$ cat config.mk
export PLATFORM = sky130hd
export DESIGN_NAME = aes_ctrl_multi
export DESIGN_NICKNAME = d
export VERILOG_FILES = /design/src/rtl/aes_ctrl_multi.sv
export SDC_FILE = /design/constraint.sdc
export NUM_CORES = 1
export LEC_CHECK = 0
export CORE_UTILIZATION = 51
export DETAILED_ROUTE_END_ITERATION = 10
export PLACE_DENSITY = 0.84
export SYNTH_ARGS = -nofsm -noshare
export SYNTH_HDL_FRONTEND = slang
export SYNTH_SLANG_ARGS = --single-unit
$ cat constraint.sdc
create_clock -name clk -period 4.7 [get_ports clk]
set_input_delay 1.175 -clock clk [delete_from_list [all_inputs] [get_ports clk]]
set_output_delay 1.175 -clock clk [all_outputs]
set_load 0.01 [all_outputs]
$ cat src/rtl/aes_ctrl_multi.sv
// Round controller for the AES datapath: sequences single-round ops and the full
// AES-128/192/256 cipher, tracks round number and rcon, holds done until acknowledged.
package aes_pkg;
  typedef enum logic [2:0] {
    NOOP            = 3'd0,
    AESENC          = 3'd1,
    AESENCLAST      = 3'd2,
    AESKEYGENASSIST = 3'd3,
    AESENCFULL      = 3'd4
  } opcode;
endpackage

module aes_ctrl_multi #(
  parameter int         CNT_W     = 4,
  parameter logic [7:0] RCON_INIT = 8'h01,
  parameter bit         HAS_DEC   = 1'b1
) (
  input  logic                 clk,
  input  logic                 rst,
  input  logic                 start_i,
  input  aes_pkg::opcode       opcode_i,
  input  logic [1:0]           key_len_i,
  input  logic                 dec_i,
  input  logic                 abort_i,
  input  logic                 ack_i,
  input  logic                 rcon_step_i,
  output logic                 ready_o,
  output logic                 busy_o,
  output logic                 zero_rnd_o,
  output logic                 key_sel_o,
  output logic                 full_enc_o,
  output logic                 final_rnd_o,
  output logic                 en_rnd_o,
  output logic                 key_sub_o,
  output logic                 en_key_o,
  output logic                 gen_key_o,
  output logic                 next_rnd_o,
  output logic                 inv_o,
  output logic [CNT_W-1:0]     rnd_num_o,
  output logic [7:0]           rcon_o,
  output logic                 cipher_ready_o,
  output logic                 key_ready_o,
  output logic                 err_o
);
  import aes_pkg::*;

  typedef enum logic [1:0] {S_IDLE, S_SBOX, S_ROUND, S_DONE} state_e;

  state_e           state_q, state_d;
  opcode            op_q, op_d;
  logic [CNT_W-1:0] rnd_q, rnd_d, nr_q, nr_d, nr_sel;
  logic [7:0]       rcon_q, rcon_d;
  logic             inv_q, inv_d;
  logic             valid_op, accept, is_full, last_rnd;

  assign ready_o  = (state_q == S_IDLE) & ~rst;
  assign busy_o   = (state_q == S_SBOX) | (state_q == S_ROUND);
  assign valid_op = opcode_i inside {AESENC, AESENCLAST, AESKEYGENASSIST, AESENCFULL};
  assign accept   = start_i & ready_o & valid_op & (key_len_i != 2'b11);
  assign err_o    = start_i & ready_o & valid_op & (key_len_i == 2'b11);
  assign is_full  = (op_q == AESENCFULL);
  assign last_rnd = (rnd_q == nr_q);

  assign inv_o     = inv_q;
  assign rnd_num_o = rnd_q;
  assign rcon_o    = rcon_q;

  always_comb begin
    case (key_len_i)
      2'b00:   nr_sel = CNT_W'(10);
      2'b01:   nr_sel = CNT_W'(12);
      default: nr_sel = CNT_W'(14);
    endcase
  end

  always_ff @(posedge clk or posedge rst) begin
    if (rst) begin
      state_q <= S_IDLE;
      op_q    <= NOOP;
      rnd_q   <= '0;
      nr_q    <= '0;
      rcon_q  <= RCON_INIT;
      inv_q   <= 1'b0;
    end else begin
      state_q <= state_d;
      op_q    <= op_d;
      rnd_q   <= rnd_d;
      nr_q    <= nr_d;
      rcon_q  <= rcon_d;
      inv_q   <= inv_d;
    end
  end

  always_comb begin
    state_d = state_q;
    op_d    = op_q;
    rnd_d   = rnd_q;
    nr_d    = nr_q;
    rcon_d  = rcon_q;
    inv_d   = inv_q;
    case (state_q)
      S_IDLE: if (accept) begin
        op_d  = opcode_i;
        nr_d  = nr_sel;
        inv_d = HAS_DEC ? dec_i : 1'b0;
        if (opcode_i == AESENCFULL) begin
          rnd_d  = '0;
          rcon_d = RCON_INIT;
        end
        state_d = (opcode_i == AESKEYGENASSIST) ? S_ROUND : S_SBOX;
      end
      S_SBOX: begin
        if (is_full) rnd_d = rnd_q + CNT_W'(1);
        state_d = S_ROUND;
      end
      S_ROUND: state_d = (is_full && !last_rnd) ? S_SBOX : S_DONE;
      S_DONE:  if (ack_i) state_d = S_IDLE;
      default: state_d = S_IDLE;
    endcase
    // key_gen owns the rcon cadence; only honoured while an op is in flight
    if (busy_o && rcon_step_i)
      rcon_d = {rcon_q[6:0], 1'b0} ^ (rcon_q[7] ? 8'h1b : 8'h00);
    if (abort_i && state_q != S_IDLE) begin
      state_d = S_IDLE;
      rnd_d   = '0;
      rcon_d  = rcon_q;
    end
  end

  always_comb begin
    zero_rnd_o     = 1'b0;
    key_sel_o      = 1'b0;
    full_enc_o     = 1'b0;
    final_rnd_o    = 1'b0;
    en_rnd_o       = 1'b1;
    key_sub_o      = 1'b0;
    en_key_o       = 1'b1;
    gen_key_o      = 1'b0;
    next_rnd_o     = 1'b0;
    cipher_ready_o = 1'b0;
    key_ready_o    = 1'b0;
    case (state_q)
      S_IDLE: if (accept) begin
        case (opcode_i)
          AESENCFULL: begin
            zero_rnd_o = 1'b1;
            key_sel_o  = 1'b1;
            key_sub_o  = 1'b1;
            full_enc_o = 1'b1;
          end
          AESKEYGENASSIST: en_rnd_o = 1'b0;
          default:         en_key_o = 1'b0;
        endcase
      end
      S_SBOX: begin
        full_enc_o = is_full;
        gen_key_o  = is_full;
      end
      S_ROUND: begin
        case (op_q)
          AESENCFULL: begin
            full_enc_o  = 1'b1;
            key_sub_o   = 1'b1;
            next_rnd_o  = 1'b1;
            final_rnd_o = last_rnd;
          end
          AESENC:          key_sel_o   = 1'b1;
          AESENCLAST:      final_rnd_o = 1'b1;
          AESKEYGENASSIST: gen_key_o   = 1'b1;
          default:         ;
        endcase
      end
      S_DONE: begin
        key_ready_o    = (op_q == AESKEYGENASSIST);
        cipher_ready_o = (op_q != AESKEYGENASSIST);
      end
      default: ;
    endcase
  end

endmodule

==> flow_summary_export.csv <==
group,metric,value,unit
status,status,"finished clean",
sta,max-slew-margin-rel,46.1,%
yosys,synth_cells,146,
finish,flow.area_growth_from_synthesis,29.0,%
detailed_routing,routed_wirelength,3390,um
floorplan,chipWidth,54.6,um
sta,hold-worst-slack,522,ps
sta,worst_slew_pin_slew,807,ps
grt,grt_pass1_wl,5350,um
worst_setup_path,critPathKind,"primary input to output port",
sta,timing.final.hold_violations,0,
sta,period_utilization,89.0,%
yosys,synth_largest_type_area_fraction,35.5,%
sta,timing_max_transition_violations_final,0,
detailed_routing,drtIter0Drc,57,
yosys,edff_count_synth,0,
floorplan,placementRows,18,
finish,post_route_cells_drive_above_1_share,10.3,%
floorplan,die_height,54.6,um
floorplan,ios,39,
clocking,cts_made_buffers,3,
detailed_routing,drc_errors,0,
finish,nets,203,
detailed_routing,route.vias.total,1303,
sta,setup_tns,0,ps
yosys,synth_seq_cells,21,
detailed_routing,drtPass1Iterations,4,
power,p_total,0.835,mW
detailed_routing,wl_met2,1540,um
yosys,yosys_most_used_dff,"sky130_fd_sc_hd__dfrtp_1",
finish,n_antenna_cell,0,
grt,maximum_number_of_pins_on_one_net_before_global_route_repair,22,
power,power.share.sequential,37.4,%
worst_setup_path,crit_path_max_fanout,13,
placed_design,routabilityCongestion,0.855,
placed_design,port_buffers,38,
placed_design,dpl.hpwl,2500,um
power,power.static_leakage,0.759,nW
clocking,cts.repair_timing.setup_buffer_count,0,
worst_setup_path,end_kind,"output port",
yosys,synth-async-reset-ratio,100,%
clocking,htreeDepth,1,
detailed_routing,drt-vias-per-instance,6.09,
sta,finalWorstPathRequiredPeriod,4180,ps
clocking,cts.reportedPaths.clkPinSlew,130,ps
clocking,clock-sinks,21,
power,internal_power,0.484,mW
clocking,cts_tree,"built",
clocking,clock_tree.root_cell,"sky130_fd_sc_hd__clkbuf_4",
worst_hold_path,timing.hold.worst.class,"register to register",
sta,max_clock_freq,239,MHz
grt,grt-ovfl-total,0,
placed_design,detailedPlace.worstSlack,518,ps
clocking,cts_hold_repair.buffers,0,
power,vdd_drop_max,0.411,mV
detailed_routing,routedLengthMet1,1610,um
floorplan,die-area,2980,um2
sta,postLayoutSetupSlackWorst,517,ps
clocking,clock_tree.buffer_depth,2,
sta,finalSetupViolations,0,
yosys,synth_sequential_area_ratio,37.3,%
sta,clk_skew,3.93,ps
detailed_routing,top_layer,"met4",
finish,n_fill_cell,194,
yosys,dominant_cells_by_area_after_synthesis,"sky130_fd_sc_hd__dfrtp_1 35%, sky130_fd_sc_hd__ha_1 5.3%, sky130_fd_sc_hd__nand3_1 3.2%",
grt,grtUsageTotal,25.2,%
yosys,netlist_area,1410,um2
power,power-per-cell-area,459,nW/um2
power,clockPowerShare,11.0,%
sta,rsz0062_at_grt,"no",
yosys,yosysUniqueCellTypes,49,
yosys,synth_top_cell_by_area,"sky130_fd_sc_hd__dfrtp_1",
grt,grt_pass1_vias,1141,
clocking,clk-insertion-delay-late,310,ps
worst_setup_path,worstSetupStartpointType,"primary input",
detailed_routing,postRouteAntennaNets,0,
power,switching_share,42.1,%
finish,most-common-layout-cells,"38 x sky130_fd_sc_hd__clkdlybuf4s50_1, 20 x sky130_fd_sc_hd__dfrtp_1, 10 x sky130_fd_sc_hd__nor2_1, 10 x sky130_fd_sc_hd__nand2_1, 9 x sky130_fd_sc_hd__nand3_1",
clocking,cts-resized-gates,0,
run,cap_viol_max_count,0,
detailed_routing,route.met3.wl,214,um
floorplan,core-area,2540,um2
grt,antenna_found_initial,0,
yosys,synth-warning-count,0,
power,power.combinational.fraction,51.6,%
finish,final_common_cell,"sky130_fd_sc_hd__clkdlybuf4s50_1",
power,netSwitchingPower,0.351,mW
worst_setup_path,worstPathRequired,3520,ps
yosys,synthesis.area_per_instance,9.67,um2
detailed_routing,wire_per_inst,15.8,um
worst_setup_path,worst-endpoint-arrival,3010,ps
yosys,mappedNetlistNets,164,
floorplan,initial_core_util,55.5,%
per-stage QoR:
| stage | area (um2) | instances | utilization [%] |
|---|---|---|---|
| final | 1820 | 214 | 71.5 |
| after global routing | 1820 | 214 | 71.5 |
| after CTS | 1820 | 214 | 71.5 |
| after detailed placement | 1790 | 210 | 70.5 |
| after global placement | 1790 | 210 | 70.5 |
| after floorplan | 1410 | 146 | - |
Yosys cell counts, types with 2 or more instances:
| cell | number |
|---|---|
| sky130_fd_sc_hd__xor2_1 | 4 |
| sky130_fd_sc_hd__o221ai_1 | 3 |
| sky130_fd_sc_hd__a21o_1 | 2 |
| sky130_fd_sc_hd__nor2b_1 | 3 |
| sky130_fd_sc_hd__o211ai_1 | 5 |
| sky130_fd_sc_hd__nand4_2 | 2 |
| sky130_fd_sc_hd__nand4b_1 | 2 |
| sky130_fd_sc_hd__nor2_1 | 10 |
| sky130_fd_sc_hd__nand2b_1 | 2 |
| sky130_fd_sc_hd__nand3_1 | 9 |
| sky130_fd_sc_hd__a2bb2oi_1 | 2 |
| sky130_fd_sc_hd__nand2_1 | 10 |
| sky130_fd_sc_hd__o31ai_1 | 3 |
| sky130_fd_sc_hd__mux2_2 | 3 |
| sky130_fd_sc_hd__inv_1 | 7 |
| sky130_fd_sc_hd__nor3_1 | 2 |
| sky130_fd_sc_hd__ha_1 | 6 |
| sky130_fd_sc_hd__nor4_1 | 2 |
| sky130_fd_sc_hd__and3_2 | 2 |
| sky130_fd_sc_hd__a21oi_1 | 5 |
| sky130_fd_sc_hd__a21boi_0 | 4 |
| sky130_fd_sc_hd__dfrtp_1 | 20 |
| sky130_fd_sc_hd__o21ai_0 | 4 |
| sky130_fd_sc_hd__or3_1 | 2 |
| sky130_fd_sc_hd__and2_1 | 2 |
| sky130_fd_sc_hd__xnor2_1 | 4 |
| sky130_fd_sc_hd__a22o_1 | 4 |
path summary, 6_finish.rpt:
path	start	to	slack (ps)	depth (start not counted)
min	nr_q[3]	nr_q[3]	520	1
max	rst	key_sub_o	520	6
min reg2reg	nr_q[3]	nr_q[3]	520	1
max reg2reg	state_q[0]	rcon_o[3]	2480	6
max in group asynchronous	rst	rcon_o[5]	2840	2
min in group asynchronous	rst	nr_q[1]	1350	2
final cells by class:
class / count / area (um2) / share of cell area [%]
clock buffers: 3 / 22.5 / 1.24
clock inverters: 1 / 5.00 / 0.275
inverters: 8 / 30.0 / 1.65
multi-input cells: 113 / 818 / 44.9
flip-flops and latches: 21 / 527 / 28.9
well taps: 30 / 37.5 / 2.06
repair buffers: 38 / 380 / 20.9
worst max-delay path, cell delays in order:
cell and delay, ps:
sky130_fd_sc_hd__clkdlybuf4s50_1 490, sky130_fd_sc_hd__and3b_2 260, sky130_fd_sc_hd__nand4_4 200, sky130_fd_sc_hd__inv_2 100
sky130_fd_sc_hd__or2_2 300, sky130_fd_sc_hd__clkdlybuf4s50_1 480
per-layer routing:
metal	vias to the layer above	global-route usage (%)
met2	67	39.2
li1	615	-
met1	617	36.6
met5	-	0
met4	0	5.13
met3	4	3.61
logic make-up after synthesis:
group | synth area share [%]
multiplexers | 3.10
buffers and inverters | 4.70
AO/OA/AOI/OAI | 18.5
adder cells (fa/ha/maj) | 5.32
flip-flops | 37.3
XOR/XNOR | 4.96
AND/OR/NAND/NOR | 26.1
state kept, by name, summed over array words and instances, names as in the netlist:
name,flops
rnd_num_o,4
rcon_o,8
nr_q,3
inv_o,1
state_q,2
op_q,3
power groups by stage:
stage	combinational, mW	sequential (mW)	clock (mW)
2_1_floorplan	0.272	0.310	0
3_3_place_gp	0.419	0.310	0
3_5_place_dp	0.426	0.314	0
4_1_cts	0.431	0.311	0.0917
5_1_grt	0.479	0.322	0.0995
6_report	0.431	0.313	0.0915
No activity file was read; power rests on OpenSTA's default activity.
